$ cat config.mk
export PLATFORM = sky130hd
export DESIGN_NAME = counter_chain
export DESIGN_NICKNAME = d
export VERILOG_FILES = /design/src/rtl/counter_pkg.sv /design/src/rtl/counter_chain_digit.sv /design/src/rtl/counter_chain.sv
export SDC_FILE = /design/constraint.sdc
export NUM_CORES = 1
export LEC_CHECK = 0
export BUFFER_PORTS_ARGS = -buffer_cell sky130_fd_sc_hd__buf_2
export CORE_MARGIN = 8
export CORE_UTILIZATION = 55
export CTS_CLUSTER_SIZE = 8
export DETAILED_ROUTE_END_ITERATION = 16
export MAX_ROUTING_LAYER = met4
export PLACE_DENSITY = 0.8
export SLEW_MARGIN = 40
export SYNTH_ARGS = -nofsm -noshare
export SYNTH_HDL_FRONTEND = slang
export SYNTH_HIERARCHICAL = 1
export SYNTH_SLANG_ARGS = --single-unit
$ cat constraint.sdc
create_clock -name clk -period 2.93 [get_ports clk]
set_input_delay 0.293 -clock clk [delete_from_list [all_inputs] [get_ports clk]]
set_output_delay 0.293 -clock clk [all_outputs]
set_load 0.005 [all_outputs]
$ cat src/rtl/counter_pkg.sv
// counter_pkg: shared constants and helpers
// for the cascaded counter chain.
package counter_pkg;

    localparam logic CNT_DOWN = 1'b0;
    localparam logic CNT_UP   = 1'b1;

    function automatic logic [31:0] clamp_digit(
        input logic [31:0] value,
        input logic [31:0] max
    );
        return (value > max) ? max : value;
    endfunction

endpackage

$ cat src/rtl/counter_chain_digit.sv
// counter_digit: one modulo DIGIT_MAX+1 digit
// with up/down step, clear and clamped load.
module counter_digit
    import counter_pkg::*;
#(
    parameter  int DIGIT_MAX = 9,
    localparam int DW = $clog2(DIGIT_MAX + 1)
) (
    input  logic          clk,
    input  logic          rst_n,
    input  logic          step_in,
    input  logic          up,
    input  logic          clear,
    input  logic          load,
    input  logic [DW-1:0] load_digit,
    output logic [DW-1:0] digit,
    output logic          term_out
);

    localparam logic [DW-1:0] MAXV = DW'(DIGIT_MAX);

    logic [DW-1:0] nxt;
    logic [DW-1:0] ld_val;

    assign ld_val = DW'(clamp_digit(32'(load_digit),
                                    32'(DIGIT_MAX)));

    // Codes above MAXV count as terminal going up so
    // a corrupted digit wraps to 0 and carries.
    always_comb begin
        nxt = digit;
        if (up == CNT_UP)
            nxt = (digit >= MAXV) ? '0 : digit + DW'(1);
        else
            nxt = (digit == '0) ? MAXV : digit - DW'(1);
    end

    assign term_out = (up == CNT_UP) ? (digit >= MAXV)
                                     : (digit == '0);

    always_ff @(posedge clk or negedge rst_n) begin
        if (!rst_n)
            digit <= '0;
        else if (clear)
            digit <= '0;
        else if (load)
            digit <= ld_val;
        else if (step_in)
            digit <= nxt;
    end

endmodule

$ cat src/rtl/counter_chain.sv
// counter_chain: NUM_DIGITS cascaded digits with
// ripple carry/borrow and registered wrap flags.
module counter_chain
    import counter_pkg::*;
#(
    parameter  int NUM_DIGITS = 4,
    parameter  int DIGIT_MAX  = 9,
    localparam int DW = $clog2(DIGIT_MAX + 1)
) (
    input  logic                   clk,
    input  logic                   rst_n,
    input  logic                   enabled,
    input  logic                   up,
    input  logic                   clear,
    input  logic                   load,
    input  logic [NUM_DIGITS*DW-1:0] load_value,
    output logic [NUM_DIGITS*DW-1:0] value,
    output logic                   overflow,
    output logic                   underflow
);

    logic [NUM_DIGITS:0]   carry;
    logic [NUM_DIGITS-1:0] term;

    // carry[i] is the step request reaching digit i;
    // carry[NUM_DIGITS] means the whole chain wraps.
    assign carry[0] = enabled;

    for (genvar g = 0; g < NUM_DIGITS; g++) begin : g_digit
        counter_digit #(
            .DIGIT_MAX (DIGIT_MAX)
        ) u_digit (
            .clk        (clk),
            .rst_n      (rst_n),
            .step_in    (carry[g]),
            .up         (up),
            .clear      (clear),
            .load       (load),
            .load_digit (load_value[g*DW +: DW]),
            .digit      (value[g*DW +: DW]),
            .term_out   (term[g])
        );
        assign carry[g+1] = carry[g] & term[g];
    end

    always_ff @(posedge clk or negedge rst_n) begin
        if (!rst_n) begin
            overflow  <= 1'b0;
            underflow <= 1'b0;
        end else if (clear || load) begin
            overflow  <= 1'b0;
            underflow <= 1'b0;
        end else if (enabled) begin
            overflow  <= (up == CNT_UP)   && carry[NUM_DIGITS];
            underflow <= (up == CNT_DOWN) && carry[NUM_DIGITS];
        end
    end

endmodule

Word-level counts from Yosys, hierarchy flattened:

Index checks and enable logic that the tools add are counted.

* multiplexer cells: 36
* reductions and logical operators: 12
* $add $sub $neg: 8
* bitwise operators: 5
* order comparisons: 8

Operators by type and width (number)
* two-way mux 4 bit: 28
* adder 4 x 1 -> 4 bit, second input constant: 4
* >= comparator 4 bit, second input constant: 4
* > comparator 4 bit, second input constant: 4
* zero test 4 bit: 4
* subtractor 4 x 1 -> 4 bit, second input constant: 4
* nonzero test 3 bit: 4
* two-way mux 1 bit: 8
* AND 1 bit: 4
* logical AND 1 bit: 2
* nonzero test 2 bit: 1
* logical OR 1 bit: 1
* NOT 1 bit: 1

* output and inout bits: 18
* register bits after elaboration: 18
* input bits: 22

Logic depth before layout (Yosys ltp):

* word-level depth: 9
* depth in mapped cells: 9

By module:

The synthesis kept the hierarchy.

By module, submodules not included
* counter_digit: times used 4, area each 434.2 µm², cells each 53
* counter_chain: times used 1, area each 121.4 µm², cells each 11

Least setup slack after synthesis:

No wires, ideal clock.

* kind: register to register
* start: reg g_digit[1].u_digit.digit[0]
* end: reg g_digit[3].u_digit.digit[2]
* stages on the path, launching flop included: 10
* buffers on the path: 0
* clock period less this slack: 2250 ps
* setup slack: 680 ps
* arrival: 2173 ps
* data required time: 2853 ps
* cells stage by stage: dfrtp_1 > inv_1 > ha_1 > or4b_4 > o21ai_2 > and4_4 > nand2b_1 > o21bai_1 > a221o_2 > a21oi_1

* cells in the longest elaborated chain, start to end: 5

Ends and longest elaborated chain
* start: declaration: RTL line counter_chain_digit.sv:16 `output logic [DW-1:0] digit,`
* start signal: assignment: RTL line counter_chain_digit.sv:47 `digit <= ld_val;`
* start signal: assignment: RTL line counter_chain_digit.sv:49 `digit <= nxt;`
* >= comparator 4 bit / zero test 4 bit (equally long branches): RTL line counter_chain_digit.sv:38, counter_chain_digit.sv:39
* two-way mux 1 bit (*): RTL line counter_chain_digit.sv:38 `assign term_out = (up == CNT_UP) ? (digit >= MAXV)`
* named net term[1]: RTL line counter_chain.sv:23 `logic [NUM_DIGITS-1:0] term;`
* AND 1 bit (*) (2 in series): RTL line counter_chain.sv:43 `assign carry[g+1] = carry[g] & term[g];`
* named net carry[3]: RTL line counter_chain.sv:22 `logic [NUM_DIGITS:0] carry;`
* nonzero test 3 bit (no line) (*)
* end signal: assignment: RTL line counter_chain_digit.sv:47
* end signal: assignment: RTL line counter_chain_digit.sv:49
* end: declaration: RTL line counter_chain_digit.sv:16

The timed path passes the listed nets; every way through them passes the cells marked *.
A chain may end at the register's enable or synchronous reset.

Worst setup path in the final report:

* start: reg g_digit[0].u_digit.digit[0]
* end: reg g_digit[2].u_digit.digit[0]

* cells in the longest elaborated chain, start to end: 5

Ends and longest elaborated chain (RTL line)
* start: declaration: counter_chain_digit.sv:16
* start signal: assignment: counter_chain_digit.sv:47
* start signal: assignment: counter_chain_digit.sv:49
* >= comparator 4 bit / zero test 4 bit (equally long branches): counter_chain_digit.sv:38, counter_chain_digit.sv:39
* two-way mux 1 bit (*): counter_chain_digit.sv:38
* named net term[0]: counter_chain.sv:23
* AND 1 bit (*) (2 in series): counter_chain.sv:43
* named net carry[2]: counter_chain.sv:22
* nonzero test 3 bit (no line) (*)
* end signal: assignment: counter_chain_digit.sv:47
* end signal: assignment: counter_chain_digit.sv:49
* end: declaration: counter_chain_digit.sv:16

Marked as above.

==> qor.yml <==
sta:
  fin_crit_sh: 0.8520
  max-slew-margin-rel: 0.5836
  worst_pin_slew_ns: 0.6247
  clock_skew_ns: 0.006516
  fmax_mhz: 400.6
  maxSlewViolCount: 0
  hold_violations: 0
  rsz0062_at_grt: "no"
  holdWs_ns: 0.3176
  setup_viol: 0
  finalCriticalPeriod_ns: 2.496
  fin_setup_tns_ns: 0
route:
  firstDrtPassIters: 4
  drt-initial-drc-count: 191
  wl_um: 4794
  vias: 1862
  wl_met2_um: 2219
  viasPerCell: 6.085
  dr_wl_met3_um: 376
  maxUsedRoutingLayer: "met4"
  final_antenna_net_count: 0
  wire_per_inst_um: 15.67
  drt-met1-wl_um: 2167
  drc: 0
worst_setup_path:
  start_kind: "flop"
  r2r_cells: 9
  cp_max_fo: 8
  crit_path_top_delay_cell: "or4b_4"
  arrival_ns: 2.74
  critPathCaptureType: "flop"
  crit_chain: "inv_1, ha_1, or4b_4, o21ai_2, and3_2, nor2_1, a311o_1, a31oi_1, a31o_2"
  worstSetupPathType: "reg -> reg"
  max_stage_delay_ns: 0.49
  cp.required_ns: 3.17
hold_path:
  hold_depth: 3
  hold_path_class: "in -> reg"
finish:
  layout.cells.non_filler: 306
  syn2layout_area_growth_pct: 14.07
  fill_cells: 285
  drive_gt1_frac: 0.2885
  layout.nets: 299
  antenna-diode-count: 0
status:
  outcome: "complete, no violations"
pwr:
  p_per_area_nw_per_um2: 332.2
  vdd_ir_drop_max_mv: 0.2297
  leakagePower_uw: 0.0009811
cts:
  postCtsSetupBuffers: 0
  clk_pin_slew_worst_paths_ns: 0.12
  clock_latency_ns: 0.30
  cts_tree: "yes"
  cts_sinks: 18
  postCtsResizedCells: 0
  clockBufferDepth: 2
  cts_hold_buf: 1
  htreeDepth: 1
  cts-root-buf: "clkbuf_4"
  cts_buffers: 3
floorplan:
  dieArea_um2: 5494
  ios: 40
  die_w_um: 74.12
  rows: 21
  start_util: 0.5657
  chipHeight_um: 74.12
  core_area_um2: 3284
synthesis:
  avgSynthCellArea_um2: 8.332
  yosys_warnings: 6
  synth_nets: 261
  synth-seq-area-share: 0.2424
  ys_types: 33
  syn_area_um2: 1858
  synthCells: 223
  ys_ff_latch: 18
global_routing:
  grt_antenna_before_repair: 0
  grt_pass1_vias: 1768
  grt_pass1_wl_um: 8190
  grt_usage: 0.1905
  gr-total-overflow: 0
  grt_max_degree: 40
job:
  max_cap_viol_count: 0
placement:
  port_buffers: 39
  dp_hpwl_um: 3529
  place_inst: 301
  gp_congestion: 0.9665
==> synth_stat cells <==
master,n,share of area
nand2_1,8,0.016
o21ba_2,4,0.022
a221o_2,4,0.024
buf_4,4,0.016
nand3_1,8,0.022
a211o_1,4,0.019
a31o_2,4,0.019
nand2b_1,8,0.027
nor4b_1,2,0.0094
a32o_1,5,0.027
o21ai_0,16,0.043
nor2_1,5,0.010
o31ai_1,4,0.016
and3_2,1,0.0040
nor3b_1,4,0.016
a311o_1,8,0.043
or4_2,4,0.019
o21bai_1,4,0.016
nor3_1,4,0.011
o21ai_2,4,0.019
and4_4,1,0.0061
and2_2,1,0.0040
dfrtp_1,18,0.24
inv_1,33,0.067
or4b_4,4,0.030
a31oi_1,8,0.027
clkbuf_1,4,0.0081
o22ai_1,4,0.013
nor3b_2,4,0.027
a21oi_1,20,0.054
a41o_1,1,0.0054
ha_1,16,0.11
o21ai_1,4,0.011
==> worst max-delay path: cells and delay by family (launching register included) <==
family	cells	cell delay, ns
and+or+nand+nor	3	0.82
AOI/OAI and AO/OA	4	0.77
DFF	1	0.48
adders and majority gates	1	0.22
buffers and inverters	1	0.13
==> stage by stage <==
step,instance area (um^2),total power [uW],util,setup WS (ns)
floorplan,1858,462.6,-,0.6797
global placement,2073,540.0,0.6312,0.5222
detailed placement,2073,543.1,0.6312,0.4911
CTS,2120,707.3,0.6453,0.4604
global route,2120,755.9,0.6453,0.2901
finish,2120,704.2,0.6453,0.4336
==> registers in the layout (all words and copies together), names as in the netlist <==
register,count
g_digit.u_digit/digit,16
overflow,1
underflow,1
==> metal layers <==
layer | up-vias | track usage
met5 | - | -
met4 | 0 | 0.05100
met3 | 4 | 0.02830
met2 | 75 | 0.2979
met1 | 871 | 0.2482
li1 | 912 | -
==> cells in the final DEF (no fill, tap or decap), drive strengths merged, types with 2 or more instances in the layout <==
cell type / n
a211o: 4
nor4b: 2
nand2: 8
a32o: 5
a31oi: 8
o31ai: 4
or4: 4
clkbuf: 4
buf: 40
a221o: 4
o21ai: 24
o22ai: 4
nor3: 4
ha: 16
nor2: 5
a31o: 4
o21ba: 4
nand3: 8
nand2b: 8
nor3b: 8
inv: 33
or4b: 4
dfrtp: 18
a311o: 8
o21bai: 4
a21oi: 20
==> kinds of logic after synthesis <==
| logic type | after synthesis | synth area share |
|---|---|---|
| AOI/OAI and AO/OA | 94 | 0.3583 |
| DFF | 18 | 0.2424 |
| adders and majority gates | 16 | 0.1077 |
| and+or+nand+nor | 54 | 0.2007 |
| buffers and inverters | 41 | 0.09091 |
==> where the power goes <==
| group | switching, uW | internal [uW] |
|---|---|---|
| clock | 85.1 | 75.7 |
| combinational | 139 | 114 |
| sequential | 27.3 | 263 |
| total | 252 | 452 |
==> cell type report <==
type | count | area (um^2) | area share
repair buffers | 41 | 212.7 | 0.1004
inverters | 33 | 123.9 | 0.05844
flip-flops and latches | 18 | 450.4 | 0.2125
clock buffers | 4 | 36.28 | 0.01712
well taps | 46 | 57.56 | 0.02715
multi-input cells | 164 | 1239 | 0.5844
==> worst paths after layout <==
check	startpoint	end	slack, ns
setup / recovery	g_digit[0].u_digit/digit[0]	g_digit[2].u_digit/digit[0]	0.43
hold reg to reg	underflow	underflow	0.59
setup reg to reg	g_digit[0].u_digit/digit[0]	g_digit[2].u_digit/digit[0]	0.43
min in group asynchronous	rst_n	g_digit[0].u_digit/digit[0]	0.46
max in group asynchronous	rst_n	g_digit[2].u_digit/digit[3]	2.16
hold / removal	load_value[14]	g_digit[3].u_digit/digit[2]	0.32
Power figures use the tool's default switching activity.
